## src/rtl/frogger_pkg.sv

```systemverilog
// Shared types, codes and small arithmetic helpers for the Frogger round sequencer.
package frogger_pkg;

    // Game phase; also driven out on the state port for observation.
    typedef enum logic [1:0] {
        IDLE = 2'd0,
        PLAY = 2'd1,
        HOLD = 2'd2,
        OVER = 2'd3
    } game_state_t;

    // Winner codes presented on the winner port.
    localparam logic [1:0] WIN_NONE = 2'd0;
    localparam logic [1:0] WIN_P1   = 2'd1;
    localparam logic [1:0] WIN_P2   = 2'd2;
    localparam logic [1:0] WIN_DRAW = 2'd3;

    // Score increment that sticks at 15 instead of wrapping.
    function automatic logic [3:0] sat_inc4(input logic [3:0] v);
        return (v == 4'hF) ? v : v + 4'd1;
    endfunction

    // Decrements that stop at zero.
    function automatic logic [1:0] dec_floor2(input logic [1:0] v);
        return (v == 2'd0) ? v : v - 2'd1;
    endfunction

    function automatic logic [3:0] dec_floor4(input logic [3:0] v);
        return (v == 4'd0) ? v : v - 4'd1;
    endfunction

    function automatic logic [7:0] dec_floor8(input logic [7:0] v);
        return (v == 8'd0) ? v : v - 8'd1;
    endfunction

    // Round verdict from the post-update values. Lives are judged first,
    // then the crossing target, then the round timer. WIN_NONE means play on.
    function automatic logic [1:0] judge_round(
        input logic [1:0] l1,
        input logic [1:0] l2,
        input logic [3:0] s1,
        input logic [3:0] s2,
        input logic [7:0] t,
        input logic [3:0] target
    );
        logic [1:0] verdict;
        verdict = WIN_NONE;
        if (l1 == 2'd0 && l2 == 2'd0)          verdict = WIN_DRAW;
        else if (l1 == 2'd0)                   verdict = WIN_P2;
        else if (l2 == 2'd0)                   verdict = WIN_P1;
        else if (s1 >= target && s2 >= target) verdict = WIN_DRAW;
        else if (s1 >= target)                 verdict = WIN_P1;
        else if (s2 >= target)                 verdict = WIN_P2;
        else if (t == 8'd0) begin
            if (s1 > s2)      verdict = WIN_P1;
            else if (s2 > s1) verdict = WIN_P2;
            else              verdict = WIN_DRAW;
        end
        return verdict;
    endfunction

endpackage

```

## src/rtl/frogger_round_ctrl_rise_detect.sv

```systemverilog
// Rising-edge detector: a level held high yields a single one-cycle pulse.
module rise_detect (
    input  logic clock,
    input  logic reset,
    input  logic in,
    output logic pulse
);

    logic prev;

    // Remember last cycle's level so only a 0->1 change produces a pulse.
    always_ff @(posedge clock) begin
        if (reset) prev <= 1'b0;
        else       prev <= in;
    end

    assign pulse = in & ~prev;

endmodule

```

## src/rtl/frogger_round_ctrl.sv

```systemverilog
// Round sequencer for the two-player Frogger board: gates frog enables,
// issues restart pulses, keeps scores, lives and the round timer, and
// declares the winner. Every output comes straight from a register.
module frogger_round_ctrl
    import frogger_pkg::*;
#(
    parameter int LIVES       = 3,
    parameter int WIN_SCORE   = 5,
    parameter int ROUND_TICKS = 60,
    parameter int HIT_HOLD    = 2
) (
    input  logic       clock,
    input  logic       reset,
    input  logic       start,
    input  logic       tick,
    input  logic       p1_win,
    input  logic       p2_win,
    input  logic       p1_hit,
    input  logic       p2_hit,
    output logic       p1_enable,
    output logic       p2_enable,
    output logic       p1_restart,
    output logic       p2_restart,
    output logic [3:0] score1,
    output logic [3:0] score2,
    output logic [1:0] lives1,
    output logic [1:0] lives2,
    output logic [7:0] time_left,
    output logic [1:0] state,
    output logic [1:0] winner
);

    localparam logic [1:0] LIVES_V  = 2'(LIVES);
    localparam logic [3:0] TARGET_V = 4'(WIN_SCORE);
    localparam logic [7:0] TICKS_V  = 8'(ROUND_TICKS);
    localparam logic [3:0] HOLD_V   = 4'(HIT_HOLD);

    logic w1_rise, w2_rise, h1_rise, h2_rise;

    rise_detect u_p1_win (.clock(clock), .reset(reset), .in(p1_win), .pulse(w1_rise));
    rise_detect u_p2_win (.clock(clock), .reset(reset), .in(p2_win), .pulse(w2_rise));
    rise_detect u_p1_hit (.clock(clock), .reset(reset), .in(p1_hit), .pulse(h1_rise));
    rise_detect u_p2_hit (.clock(clock), .reset(reset), .in(p2_hit), .pulse(h2_rise));

    game_state_t state_q, state_d;
    logic [3:0]  hold_q, hold_d;
    logic [3:0]  score1_d, score2_d;
    logic [1:0]  lives1_d, lives2_d;
    logic [7:0]  time_d;
    logic [1:0]  winner_d, verdict;
    logic        ev_w1, ev_w2, ev_h1, ev_h2, any_hit, hold_done, launch;
    logic        enable_d, restart1_d, restart2_d;

    assign state = state_q;

    // Accepted events and next scores, lives, timer and hold count for this cycle.
    always_comb begin
        score1_d  = score1;
        score2_d  = score2;
        lives1_d  = lives1;
        lives2_d  = lives2;
        time_d    = time_left;
        hold_d    = hold_q;
        ev_w1     = 1'b0;
        ev_w2     = 1'b0;
        ev_h1     = 1'b0;
        ev_h2     = 1'b0;
        hold_done = 1'b0;
        verdict   = WIN_NONE;
        launch    = 1'b0;
        case (state_q)
            IDLE, OVER: begin
                if (start) begin
                    launch   = 1'b1;
                    score1_d = 4'd0;
                    score2_d = 4'd0;
                    lives1_d = LIVES_V;
                    lives2_d = LIVES_V;
                    time_d   = TICKS_V;
                end
            end
            PLAY: begin
                // A crossing wins over a hit on the same frog in the same cycle.
                ev_w1 = w1_rise;
                ev_w2 = w2_rise;
                ev_h1 = h1_rise & ~w1_rise;
                ev_h2 = h2_rise & ~w2_rise;
                if (ev_w1) score1_d = sat_inc4(score1);
                if (ev_w2) score2_d = sat_inc4(score2);
                if (ev_h1) lives1_d = dec_floor2(lives1);
                if (ev_h2) lives2_d = dec_floor2(lives2);
                if (tick)  time_d   = dec_floor8(time_left);
                if (ev_h1 | ev_h2) hold_d = HOLD_V;
                verdict = judge_round(lives1_d, lives2_d, score1_d, score2_d, time_d, TARGET_V);
            end
            HOLD: begin
                if (tick) begin
                    hold_d = dec_floor4(hold_q);
                    time_d = dec_floor8(time_left);
                end
                hold_done = (hold_d == 4'd0);
                verdict   = judge_round(lives1_d, lives2_d, score1_d, score2_d, time_d, TARGET_V);
            end
            default: ;
        endcase
        any_hit = ev_h1 | ev_h2;
    end

    // Next game phase: a decided round always ends in OVER.
    always_comb begin
        state_d = state_q;
        case (state_q)
            IDLE, OVER: if (start) state_d = PLAY;
            PLAY: begin
                if (verdict != WIN_NONE) state_d = OVER;
                else if (any_hit)        state_d = HOLD;
            end
            HOLD: begin
                if (verdict != WIN_NONE) state_d = OVER;
                else if (hold_done)      state_d = PLAY;
            end
            default: state_d = IDLE;
        endcase
    end

    // Next values of the enable, restart and winner outputs.
    always_comb begin
        enable_d   = (state_d == PLAY);
        restart1_d = launch | ev_w1 | ev_h1;
        restart2_d = launch | ev_w2 | ev_h2;
        winner_d   = winner;
        if (launch)
            winner_d = WIN_NONE;
        else if (state_d == OVER && state_q != OVER)
            winner_d = verdict;
    end

    // Game phase register.
    always_ff @(posedge clock) begin
        if (reset) state_q <= IDLE;
        else       state_q <= state_d;
    end

    // Datapath and output registers.
    always_ff @(posedge clock) begin
        if (reset) begin
            score1     <= 4'd0;
            score2     <= 4'd0;
            lives1     <= LIVES_V;
            lives2     <= LIVES_V;
            time_left  <= TICKS_V;
            hold_q     <= 4'd0;
            winner     <= WIN_NONE;
            p1_enable  <= 1'b0;
            p2_enable  <= 1'b0;
            p1_restart <= 1'b0;
            p2_restart <= 1'b0;
        end else begin
            score1     <= score1_d;
            score2     <= score2_d;
            lives1     <= lives1_d;
            lives2     <= lives2_d;
            time_left  <= time_d;
            hold_q     <= hold_d;
            winner     <= winner_d;
            p1_enable  <= enable_d;
            p2_enable  <= enable_d;
            p1_restart <= restart1_d;
            p2_restart <= restart2_d;
        end
    end

endmodule

```

## config.mk

```make
export PLATFORM = sky130hd
export DESIGN_NAME = frogger_round_ctrl
export DESIGN_NICKNAME = d
export VERILOG_FILES = /design/src/rtl/frogger_pkg.sv /design/src/rtl/frogger_round_ctrl_rise_detect.sv /design/src/rtl/frogger_round_ctrl.sv
export SDC_FILE = /design/constraint.sdc
export NUM_CORES = 1
export LEC_CHECK = 0
export ABC_AREA = 1
export BUFFER_PORTS_ARGS = -buffer_cell sky130_fd_sc_hd__buf_2
export CAP_MARGIN = 5
export CELL_PAD_IN_SITES_DETAIL_PLACEMENT = 1
export CELL_PAD_IN_SITES_GLOBAL_PLACEMENT = 2
export CORE_MARGIN = 4
export CORE_UTILIZATION = 34
export DETAILED_ROUTE_END_ITERATION = 8
export GPL_TIMING_DRIVEN = 0
export HOLD_SLACK_MARGIN = 0.03
export PLACE_DENSITY = 0.87
export SLEW_MARGIN = 20
export SYNTH_ARGS = -nofsm -noshare
export SYNTH_HDL_FRONTEND = slang
export SYNTH_SLANG_ARGS = --single-unit
```

## constraint.sdc

```tcl
create_clock -name clock -period 4.8 [get_ports clock]
set_input_delay 0.96 -clock clock [delete_from_list [all_inputs] [get_ports clock]]
set_output_delay 0.96 -clock clock [all_outputs]
set_load 0.01 [all_outputs]
```

# After elaboration in Yosys (flattened, before gate mapping)
# Index checks and enable logic that the tools add are counted.
[op_classes]
add_sub_neg = 6
n_bitwise = 18
n_reduce_logical = 22
magnitude_cmp = 8
n_mux = 61
eq_ne = 10
[ops]
columns = ["cell", "count"]
rows = [
  ["two-way mux 2 bit", 28],
  ["two-way mux 4 bit", 11],
  ["two-way mux 8 bit", 5],
  ["logical NOT 8 bit", 3],
  ["case mux 4 bit (2 select lines)", 3],
  ["case mux 8 bit (3 select lines)", 1],
  ["greater-or-equal comparator 4 x 3 -> 1 bit (second input constant)", 4],
  ["greater-than comparator 4 bit", 4],
  ["case mux 2 bit (2 select lines)", 3],
  ["logical NOT 2 bit", 5],
  ["two-way mux 1 bit", 9],
  ["adder 4 x 1 -> 4 bit (second input constant)", 2],
  ["== test 4 bit (second input constant)", 2],
  ["logical NOT 4 bit", 2],
  ["subtractor 8 x 1 -> 8 bit (second input constant)", 1],
  ["AND 1 bit", 6],
  ["== test 2 bit (second input constant)", 3],
  ["inequality test 2 bit (second input constant)", 3],
  ["NOT 1 bit", 6],
  ["OR 1 bit", 6],
  ["case mux 2 bit (3 select lines)", 1],
  ["nonzero test 2 bit", 3],
  ["logical AND 1 bit", 5],
  ["== test 2 x 1 -> 1 bit (second input constant)", 2],
  ["other kinds (4)", 7],
]
[word_totals]
inputBits = 8
ff_bits = 35
word_cells = 140

# Logic depth before layout (Yosys ltp)
# Gate-level depths: netlist of the first run.
[logic_depth]
ltp_word = 20
mapped_depth = 27

# By module
# From an unflattened synthesis of the first run, not the netlist that was laid out.
[hier_totals]
hier_cells = 409
area_unflattened_um2 = 2568.7
[modules_own_cells]
columns = ["mod", "instances", "cells_per_inst", "area_per_inst_um2"]
rows = [
  ["frogger_round_ctrl", 1, 393, 2443.6],
  ["rise_detect", 4, 4, 31.3],
]

# Worst setup path before layout of the first run
# No wires, ideal clock.
[synth_path]
path_type = "input port to flip-flop"
startpoint = "input p1_win"
endpoint = "register winner[0]"
required_ps = 4687
t_arrival_ps = 2937
path_buffers = 0
slack_ps = 1750
setup_time_ps = 113
cell_stages = 25
path_cell_list = "inv_1 -> nor2_4 -> nand2_1 -> nand2_1 -> nand2_1 -> ha_1 -> inv_1 -> nor2_1 -> o21bai_1 -> and3_1 -> nor2_1 -> nand3_1 -> nand2_1 -> nand2_1 -> nand2_1 -> nand2_1 -> nand2_2 -> nor2_4 -> nand2_1 -> nand2_1 -> nand3_2 -> nand2_2 -> nor2_2 -> nor2_1 -> nor2_1"
[synth_between]
elab_chain_cells = 19
word_cells_on_any_way = 32
[synth_rtl]
columns = ["element", "line_no", "rtl"]
rows = [
  ["start, declared", "frogger_round_ctrl.sv:16", "input logic p1_win,"],
  ["AND 1 bit (*)", "frogger_round_ctrl_rise_detect.sv:17", "assign pulse = in & ~prev;"],
  ["two-way mux 4 bit", "frogger_round_ctrl.sv:88", "if (ev_w1) score1_d = sat_inc4(score1);"],
  ["two-way mux 4 bit", "frogger_round_ctrl.sv:71", "case (state_q)"],
  ["greater-than comparator 4 bit", "frogger_pkg.sv:56", "else if (s2 > s1) verdict = WIN_P2;"],
  ["two-way mux 1 bit", "frogger_pkg.sv:56", ""],
  ["two-way mux 2 bit", "frogger_pkg.sv:55", "if (s1 > s2) verdict = WIN_P1;"],
  ["two-way mux 2 bit", "frogger_pkg.sv:54", "else if (t == 8'd0) begin"],
  ["two-way mux 2 bit", "frogger_pkg.sv:53", "else if (s2 >= target) verdict = WIN_P2;"],
  ["[... 3 more ...]", "--", ""],
  ["two-way mux 2 bit", "frogger_pkg.sv:49", "else if (l1 == 2'd0) verdict = WIN_P2;"],
  ["two-way mux 2 bit", "frogger_pkg.sv:48", "if (l1 == 2'd0 && l2 == 2'd0) verdict = WIN_DRAW;"],
  ["case mux 2 bit (2 select lines)", "frogger_round_ctrl.sv:71", ""],
  ["nonzero test 2 bit", "frogger_round_ctrl.sv:115, frogger_round_ctrl.sv:119", ""],
  ["two-way mux 2 bit, on equally long branches", "frogger_round_ctrl.sv:119, frogger_round_ctrl.sv:115", ""],
  ["case mux 2 bit (3 select lines)", "frogger_round_ctrl.sv:112", "case (state_q)"],
  ["== test 2 bit", "frogger_round_ctrl.sv:134", "else if (state_d == OVER && state_q != OVER)"],
  ["logical AND 1 bit", "frogger_round_ctrl.sv:134", ""],
  ["end signal, assigned", "frogger_round_ctrl.sv:165", "winner <= winner_d;"],
  ["end, declared", "frogger_round_ctrl.sv:30", "output logic [1:0] winner"],
]
# Every way passes the cells marked *; elsewhere a longest branch is shown, timed or not. The select of a mux whose other input is x is not followed.
# A chain may end at the register's enable or synchronous reset.

# Worst setup path in the final report of the first run
# Ends and elaborated chain as after synthesis.

==> summary.md, run 1 <==
| Metric | Value |
|---|---|
| Initial core utilization | 0.357 |
| Peak supply drop | 0.117 mV |
| Synth Register Bits | 35 |
| DR vias | 2,676 |
| Commonest non-fill, non-tap cell in the layout | nand2_1 |
| First-pass GRT wire length | 12.8 mm |
| Setup tns final | 0 ps |
| Kind of critical path | input port to flip-flop |
| CTS buffer count | 5 |
| Commonest non-fill, non-tap cells in the layout | nand2_1, inv_1, dfxtp_1, buf_2, nor2_1 |
| Leakage power | roughly 0.0015 uW |
| Initial DRC Count | 56 |
| Gpl congestion | 0.807 |
| Final Setup Violations | 0 |
| Antenna-violating nets left | 0 |
| Max Cap Viol | 0 |
| Mapped cell area | about 2600 sq um |
| Boundary Pins | 36 |
| Power Total | 740 uW |
| DIE AREA | between 9000 and 10,000 sq um |
| Global Route Usage Sum | 0.176 |
| Top post-synthesis cells by area | dfxtp_1, nand2_1, ha_1 |
| CTS tree | done |
| Num rows | 31 |
| Antenna Cells | 0 |
| Yosys cell types | 34 |
| Horiz. Die Dim | 96.0 microns |
| Status | complete, no violations |
| DRC violation count after routing | 0 |
| Synth top area share | 0.266 |
| Grt ovf | 0 |
| Worst slew pin tran | between 600 and 700 ps |
| Fin crit period | approximately 3300 ps |
| PD cells | between 200 and 250 nW/um^2 |
| P&R area growth vs syn | 15.0% |
| Worst slew margin | 0.532 |
| Crit path required time | 5030 ps |
| Mean area per synthesized cell | 6.39 sq um |
| HPWL Detailed | roughly 6 mm |
| Worst path arrival time | 3510 ps |
| Htree depth | 2 |
| Setup Buffers After CTS | 0 |
| Number of global-route vias before repair | 2,771 |
| Core footprint | approximately 7400 sq um |
| Die height | 96.0 microns |
| Fin. Hold Viols | 0 |
| Post-Route WL | 7.57 mm |
| Slew Limit Fails | 0 |
| Clk_lat worst skew | 290 ps |
| Worst Skew | 2.75 ps |
| Crit end category | flip-flop |
| Crit path launch type | input port |
| Seq/Total Area, Yosys | 0.266 |
| First-pass DRT Iterations | 4 |
| Maximum fanout along the worst path | 9 |
| Syn_nets | 439 |
| Hold Buf Count CTS | 0 |
| Nets@finish | 480 |
| Worst hold path class | flip-flop to flip-flop |
| CTS max path bufs | 2 |
| Antenna violations before repair | 0 |
| Share of cells above drive strength 1 | 0.198 |
| Crit share post-route | 0.684 |
| Root buffer cell | clkbuf_8 |
| CTS resizes | 0 |
| Port Buffers | 34 |
| Clk sinks | 35 |
| Post-synth top area cell | dfxtp_1 |
| Largest net degree at the start of global routing | 11 |
| Vias per cell | between 4 and 5 |
| FMAX | 0.305 GHz |
| Syn Inst Count | between 400 and 500 |
| Yosys warns | 0 |
| Unrepaired setup endpoints after global routing | false |
| Clock Pin Slew Worst Setup and Hold Paths | 70 ps |
| WL per Instance | 13.7 microns |
==> power by group <==
part           internal [uW]  switching [uW]  leakage [uW]  total [uW]
Clock                    131             110     0.0000515         241
Sequential               306            15.4      0.000286         321
Combinational           59.9             118       0.00119         178
==> stage by stage <==
stage | util | hold WS, ps | std cells | area (sq um) | setup slack, ps
after floorplan | - | 493 | 412 | 2630 | 1750
after global placement | 0.397 | 467 | 545 | 2930 | 1250
after detailed placement | 0.397 | 482 | 545 | 2930 | 1230
after CTS | 0.411 | 498 | 553 | 3030 | 1480
after global routing | 0.411 | 531 | 553 | 3030 | 1160
final | 0.411 | 489 | 553 | 3030 | 1520
==> cell usage after synthesis (all sizes together) <==
cell      n
a21oi    19
a31oi     5
and3      1
buf       3
clkbuf    4
dfxtp    35
ha       19
inv      62
nand2   141
nand3    32
nand3b    3
nand4     6
nor2     43
nor3      4
nor4      1
o211ai    2
o21ai    25
o21bai    2
or2       3
xor2      2
==> state kept, by name, summed over array words and instances (netlist names), 2 cells and up <==
register and count:
score2 4, lives2 2, winner 2, score1 4, time_left 8, state 2
lives1 2, hold_q 4
==> final cells by class <==
cell class,instances,area [sq um]
plain buffers,7,37.5
flip-flops and latches,35,701
multi-input cells,308,1660
well taps,99,124
fillers,1009,4340
repair buffers,34,170
clock buffers,8,100
inverters,62,235
==> metal layers <==
| metal | vias to the layer above | track usage | routed length (microns) |
|---|---|---|---|
| met5 | - | 0 | 0 |
| met4 | 0 | 0.0498 | 97 |
| met3 | 11 | 0.0297 | 193 |
| met2 | 35 | 0.289 | 3450 |
| met1 | 1245 | 0.237 | 3830 |
| li1 | 1385 | - | - |
==> final timing paths <==
check        slack, ps  cells after the start   endpoint  startpoint
max               1520                     27  winner[0]      p1_win
max reg2reg       1710                     26  winner[0]   score2[0]
min                490                      2  winner[1]   winner[1]
min reg2reg        490                      2  winner[1]   winner[1]
==> worst max-delay path: stages <==
cell	delay (ps)
buf_2	70
inv_1	60
nor2_4	260
nand2_1	120
nand2_1	90
nand2_1	90
ha_1	300
inv_1	40
nor2_1	80
o21bai_1	80
a31oi_1	160
nor2_1	70
nand3_1	80
nand2_1	60
nand2_1	60
nand2_1	50
nand2_1	70
nand2_2	80
nor2_4	160
nand2_1	60
nand2_1	70
nand3_2	110
nand2_2	100
inv_2	40
nand3_1	50
nand2_1	50
nor2_1	80
==> kinds of logic (layout without fill, tap and decap cells) <==
family,after synthesis,count (layout),share of synthesized area
AND/OR/NAND/NOR,234,234,0.423
buffers and inverters,69,111,0.104
AO/OA/AOI/OAI,53,53,0.110
flip-flops,35,35,0.266
adder cells (fa/ha/maj),19,19,0.0903
XOR/XNOR,2,2,0.00666
(Power assumes the default switching activity.)
==> run 2, diff against run 1 <==
Settings changed: CORE_UTILIZATION 34 to 31, PLACE_DENSITY 0.87 to 0.81.
Clock period 4.8 ns to 3.3 ns, I/O delays scaled along.
==> summary.md, run 2 (synthesis gave the netlist of run 1 again) <==
| Metric | Value |
|---|---|
| Status | complete, no violations |
| Switching Power | 353 uW |
| Internal power | 678 uW |
| Share of cells above drive strength 1 | 0.225 |
| Fin. Hold Viols | 0 |
| WHS Endpoint | lives2[1] |
| DR vias | roughly 2,700 |
| Antenna Cells | 0 |
| Slew Limit Fails | 0 |
| Worst hold path class | flip-flop to flip-flop |
| CTS buffer count | 5 |
| Worst path arrival time | 3190 ps |
| Num rows | 33 |
| Fill cells | 1,121 |
| DIE AREA | roughly 10,000 sq um |
| P&R area growth vs syn | 16.9% |
| Core footprint | 8260 sq um |
| Clock Pin Slew Worst Setup and Hold Paths | 80 ps |
| Worst Skew | roughly 9 ps |
| Clk_lat worst skew | 290 ps |
| Htree depth | 2 |
| Post-Route WL | 7.54 mm |
| Port Buffers | 34 |
| Crit path required time | 3530 ps |
| Boundary Pins | 36 |
| Worst slew margin | 0.484 |
| Gpl congestion | 0.788 |
| Antenna-violating nets left | 0 |
| Worst flop-to-flop path startpoint | score2[1] |
| DRC violation count after routing | 0 |
| Delay-heaviest family, CP | simple AND/OR/NAND/NOR gates |
| PD cells | 335 nW/um^2 |
| CTS tree | done |
| Commonest non-fill, non-tap cells in the layout | nand2_1, inv_1, buf_2, nor2_1, dfxtp_1 |
| Number of global-route vias before repair | around 2,700 |
| Setup tns final | 0 ps |
| Peak supply drop | 0.153 mV |
| Initial DRC Count | 68 |
| Initial core utilization | 0.319 |
| Top reg by flops | time_left |
| Critical hold path startpoint | lives2[1] |
| Fin cells | 562 |
| Die height | roughly 100 microns |
| CTS max path bufs | 2 |
| Clk network pwr share | 0.290 |
| Worst R2R Path Depth | 26 |
| Grt ovf | 0 |
| Placed cell count | approximately 550 |
| Horiz. Die Dim | 100 microns |
| Maximum fanout along the worst path | 5 |
| Max Cap Viol | 0 |
| Fraction of power spent switching nets | 0.342 |
| Crit share post-route | 0.898 |
| Kind of critical path | flip-flop to flip-flop |
| CP Buf/Inv Count | 1 |
| CP peak stage delay | ~380 ps |
| Global Route Usage Sum | 0.156 |
| WL per Instance | 13.4 microns |
| Largest net degree at the start of global routing | 11 |
| HPWL Detailed | 5.97 mm |
| Leakage power | 0.00154 uW |
| First-pass DRT Iterations | 4 |
| Vias per cell | 4.80 |
| Gate power share | 0.260 |
| R2r endpoint | winner[0] |
| Final Setup Violations | 0 |
| Hold Buf Count CTS | 0 |
| Crit end category | flip-flop |
| Crit path launch type | flip-flop |
| Cell mode on critical path | nand2_1 |
| Commonest non-fill, non-tap cell in the layout | nand2_1 |
| First-pass GRT wire length | about 13 mm |
| Max reg flops | 8 |
| Sequential Power Share | 0.450 |
| Fin crit period | around 3000 ps |
| Nets@finish | 485 |
| Hold_ws | 480 ps |
| Critical-path top delay cell | dfxtp_4 |
| Worst slew pin tran | 772 ps |
| Worst hold stages | 2 |
| Flop2flop setup slack | 340 ps |
| Clk sinks | 35 |
| Antenna violations before repair | 0 |
| FMAX | 0.337 GHz |
| Root buffer cell | clkbuf_8 |
| Unrepaired setup endpoints after global routing | false |
## run 2: layout make-up
class / instances / area (sq um) / share of cell area
multi-input cells: 308 / 1680 / 0.546
flip-flops and latches: 35 / 714 / 0.232
plain buffers: 7 / 37.5 / 0.0122
repair buffers: 39 / 208 / 0.0675
well taps: 105 / 131 / 0.0427
clock buffers: 6 / 72.6 / 0.0236
inverters: 62 / 235 / 0.0764
## run 2: tightest hold or removal path: stages, from the launching register on
cell     delay (ps)
dfxtp_1         320
o21ai_0          70
nand2_1          50
## run 2: power by group through the flow
stage / clock, uW / combinational, uW / sequential, uW
final: 299 / 268 / 464
after global routing: 334 / 311 / 468
after CTS: 313 / 263 / 466
after detailed placement: 0 / 262 / 476
after global placement: 0 / 256 / 475
after floorplan: 0 / 177 / 478
## run 2: metrics by stage
step / cell area (sq um) / util / setup WS (ps) / power, uW
after detailed placement: 2930 / 0.355 / 50.7 / 738
after floorplan: 2630 / - / 539 / 655
after global routing: 3080 / 0.373 / 1.63 / 1110
after CTS: 3010 / 0.364 / 176 / 1040
after global placement: 2930 / 0.355 / 100 / 732
final: 3080 / 0.373 / 335 / 1030
## run 2: layer usage
metal	track usage	vias to the layer above	wire length (microns)
li1	-	1398	-
met1	0.217	1265	3730
met2	0.250	31	3520
met3	0.0264	6	194
met4	0.0404	0	90
met5	0	-	0
## run 2: worst max path at each step
stage | start | endpoint | slack [ps] | depth (start not counted)
2_1_floorplan | score2[0] | winner[0] | 540 | 25
3_3_place_gp | p1_win | winner[1] | 100 | 27
3_5_place_dp | p1_win | winner[0] | 50 | 26
4_1_cts | score1[0] | winner[0] | 180 | 25
5_1_grt | score1[2] | winner[0] | 2 | 25
6_report | score2[1] | winner[0] | 340 | 26
## run 2: timing repair
action,4_1_cts,5_1_grt
buffers inserted,0,5
endpoints found under the setup margin,0,4
resized for setup,0,13
==> run 3, diff against run 2 <==
Settings changed: CORE_UTILIZATION 31 to 34, CTS_CLUSTER_SIZE set to 40, PLACE_DENSITY 0.81 to 0.87.
Clock period 3.3 ns to 3.41 ns, I/O delays scaled along.
==> summary.md, run 3 (synthesis gave the netlist of run 1 again) <==
| Metric | Value |
|---|---|
| Htree depth | 2 |
| Share of cells above drive strength 1 | 0.205 |
| Top reg by flops | time_left |
| Worst path arrival time | between 3000 and 4000 ps |
| Worst hold path class | flip-flop to flip-flop |
| Peak supply drop | 0.164 mV |
| Root buffer cell | clkbuf_8 |
| Hold_ws | 489 ps |
| Fin crit period | 3000 ps |
| Final core occ | 0.411 |
| DIE AREA | around 9200 sq um |
| Horiz. Die Dim | 96.0 microns |
| Initial DRC Count | 56 |
| First-pass GRT wire length | 12.8 mm |
| Worst slew margin | 0.532 |
| CP Buf/Inv Count | 4 |
| Post-Route WL | 7.57 mm |
| Clk_lat worst skew | 290 ps |
| CTS buffer count | 5 |
| Commonest non-fill, non-tap cell in the layout | nand2_1 |
| Placed Area | roughly 2900 sq um |
| Clk sinks | 35 |
| HPWL Detailed | 6.03 mm |
| Grt ovf | 0 |
| Critical-path top delay cell | ha_1 |
| Crit share post-route | 0.881 |
| Delay-heaviest family, CP | simple AND/OR/NAND/NOR gates |
| Gpl congestion | a little over 0.8 |
| Leakage power | around 0.0015 uW |
| DRC violation count after routing | 0 |
| Final Setup Violations | 0 |
| Antenna violations before repair | 0 |
| Worst Skew | between 2 and 3 ps |
| Cell mode on critical path | nand2_1 |
| Boundary Pins | 36 |
| Nets@finish | 480 |
| Design Area, Final | 3030 sq um |
| Initial core utilization | 0.357 |
| Antenna-violating nets left | 0 |
| FMAX | 0.333 GHz |
| Setup tns final | 0 ps |
| Global Route Usage Sum | 0.176 |
| First-pass DRT Iterations | 4 |
| Maximum fanout along the worst path | 9 |
| Die height | approximately 96 microns |
| WL per Instance | 13.7 microns |
| Number of global-route vias before repair | approximately 2,800 |
| Hold Buf Count CTS | 0 |
| CP peak stage delay | ~300 ps |
| PD cells | 344 nW/um^2 |
| Largest net degree at the start of global routing | 11 |
| Crit path required time | 3640 ps |
| Clock Pin Slew Worst Setup and Hold Paths | about 70 ps |
| Unrepaired setup endpoints after global routing | false |
| CTS tree | done |
| Fin. Hold Viols | 0 |
| Crit end category | flip-flop |
| Setup Buffers After CTS | 0 |
| Slew Limit Fails | 0 |
| Kind of critical path | input port to flip-flop |
| Vias per cell | 4.84 |
| Worst slew pin tran | roughly 700 ps |
| Antenna Cells | 0 |
| Power Total | 1040 uW |
| P&R area growth vs syn | 15.1% |
| Status | complete, no violations |
| Core footprint | 7370 sq um |
| Max reg flops | 8 |
| DR vias | 2,676 |
| CTS max path bufs | 2 |
| Max Cap Viol | 0 |
| Commonest non-fill, non-tap cells in the layout | nand2_1, inv_1, buf_2, nor2_1, dfxtp_1 |
| Crit path launch type | input port |
| Num rows | 31 |
| Port Buffers | 34 |
run 3: changes by cell type in the layout (fill, tap and decap cells not counted), moves of 2 or more:
| cell | delta |
|---|---|
| buf_4 | -5 |
| dfxtp_4 | -3 |
| dfxtp_1 | +2 |
| ha_1 | +2 |
| clkbuf_8 | +2 |
run 3: worst reg2reg max path: cells and delay by family (launching register included):
kind                       cells  cell delay (ps)
buffers and inverters          4              240
DFF                            1              390
and+or+nand+nor               18             1470
adders and majority gates      2              580
AOI/OAI and AO/OA              2              240
run 3: layout make-up:
type                       instances  area [sq um]
buffer                             7          37.5
clock buffer                       8           100
fill                            1007          4340
inverter                          62           235
multi-input combinational        308          1660
sequential                        35           704
tap                               99           124
timing repair buffer              34           170
run 3: routing by layer:
| layer | share of wire | wire, microns | GRT usage |
|---|---|---|---|
| met5 | 0 | 0 | 0 |
| met4 | 0.013 | 97 | 0.0498 |
| met3 | 0.025 | 193 | 0.0297 |
| met2 | 0.45 | 3450 | 0.289 |
| met1 | 0.51 | 3840 | 0.237 |
run 3: power breakdown:
group          total, uW  switching (uW)  internal, uW
logic                251             166          84.4
clock network        339             155           185
registers            452            21.7           431
total               1040             343           700
run 3: path summary, 6_finish.rpt:
kind,endpoint,slack [ps],startpoint,depth (start not counted)
hold / removal,winner[1],490,winner[1],2
hold reg to reg,winner[1],490,winner[1],2
setup reg to reg,winner[0],420,score2[0],26
setup / recovery,winner[0],410,p1_win,27
run 3: stage by stage:
stage / cells / setup slack, ps
detailed placement: 545 / 119
global placement: 545 / 137
floorplan: 412 / 638
global route: 553 / 10.6
CTS: 553 / 266
finish: 553 / 406
run 3: what timing repair did:
action                                  in CTS  in global routing
hold endpoints to repair                     0                  0
gates resized for setup                      0                  3
endpoints found under the setup margin       0                  2
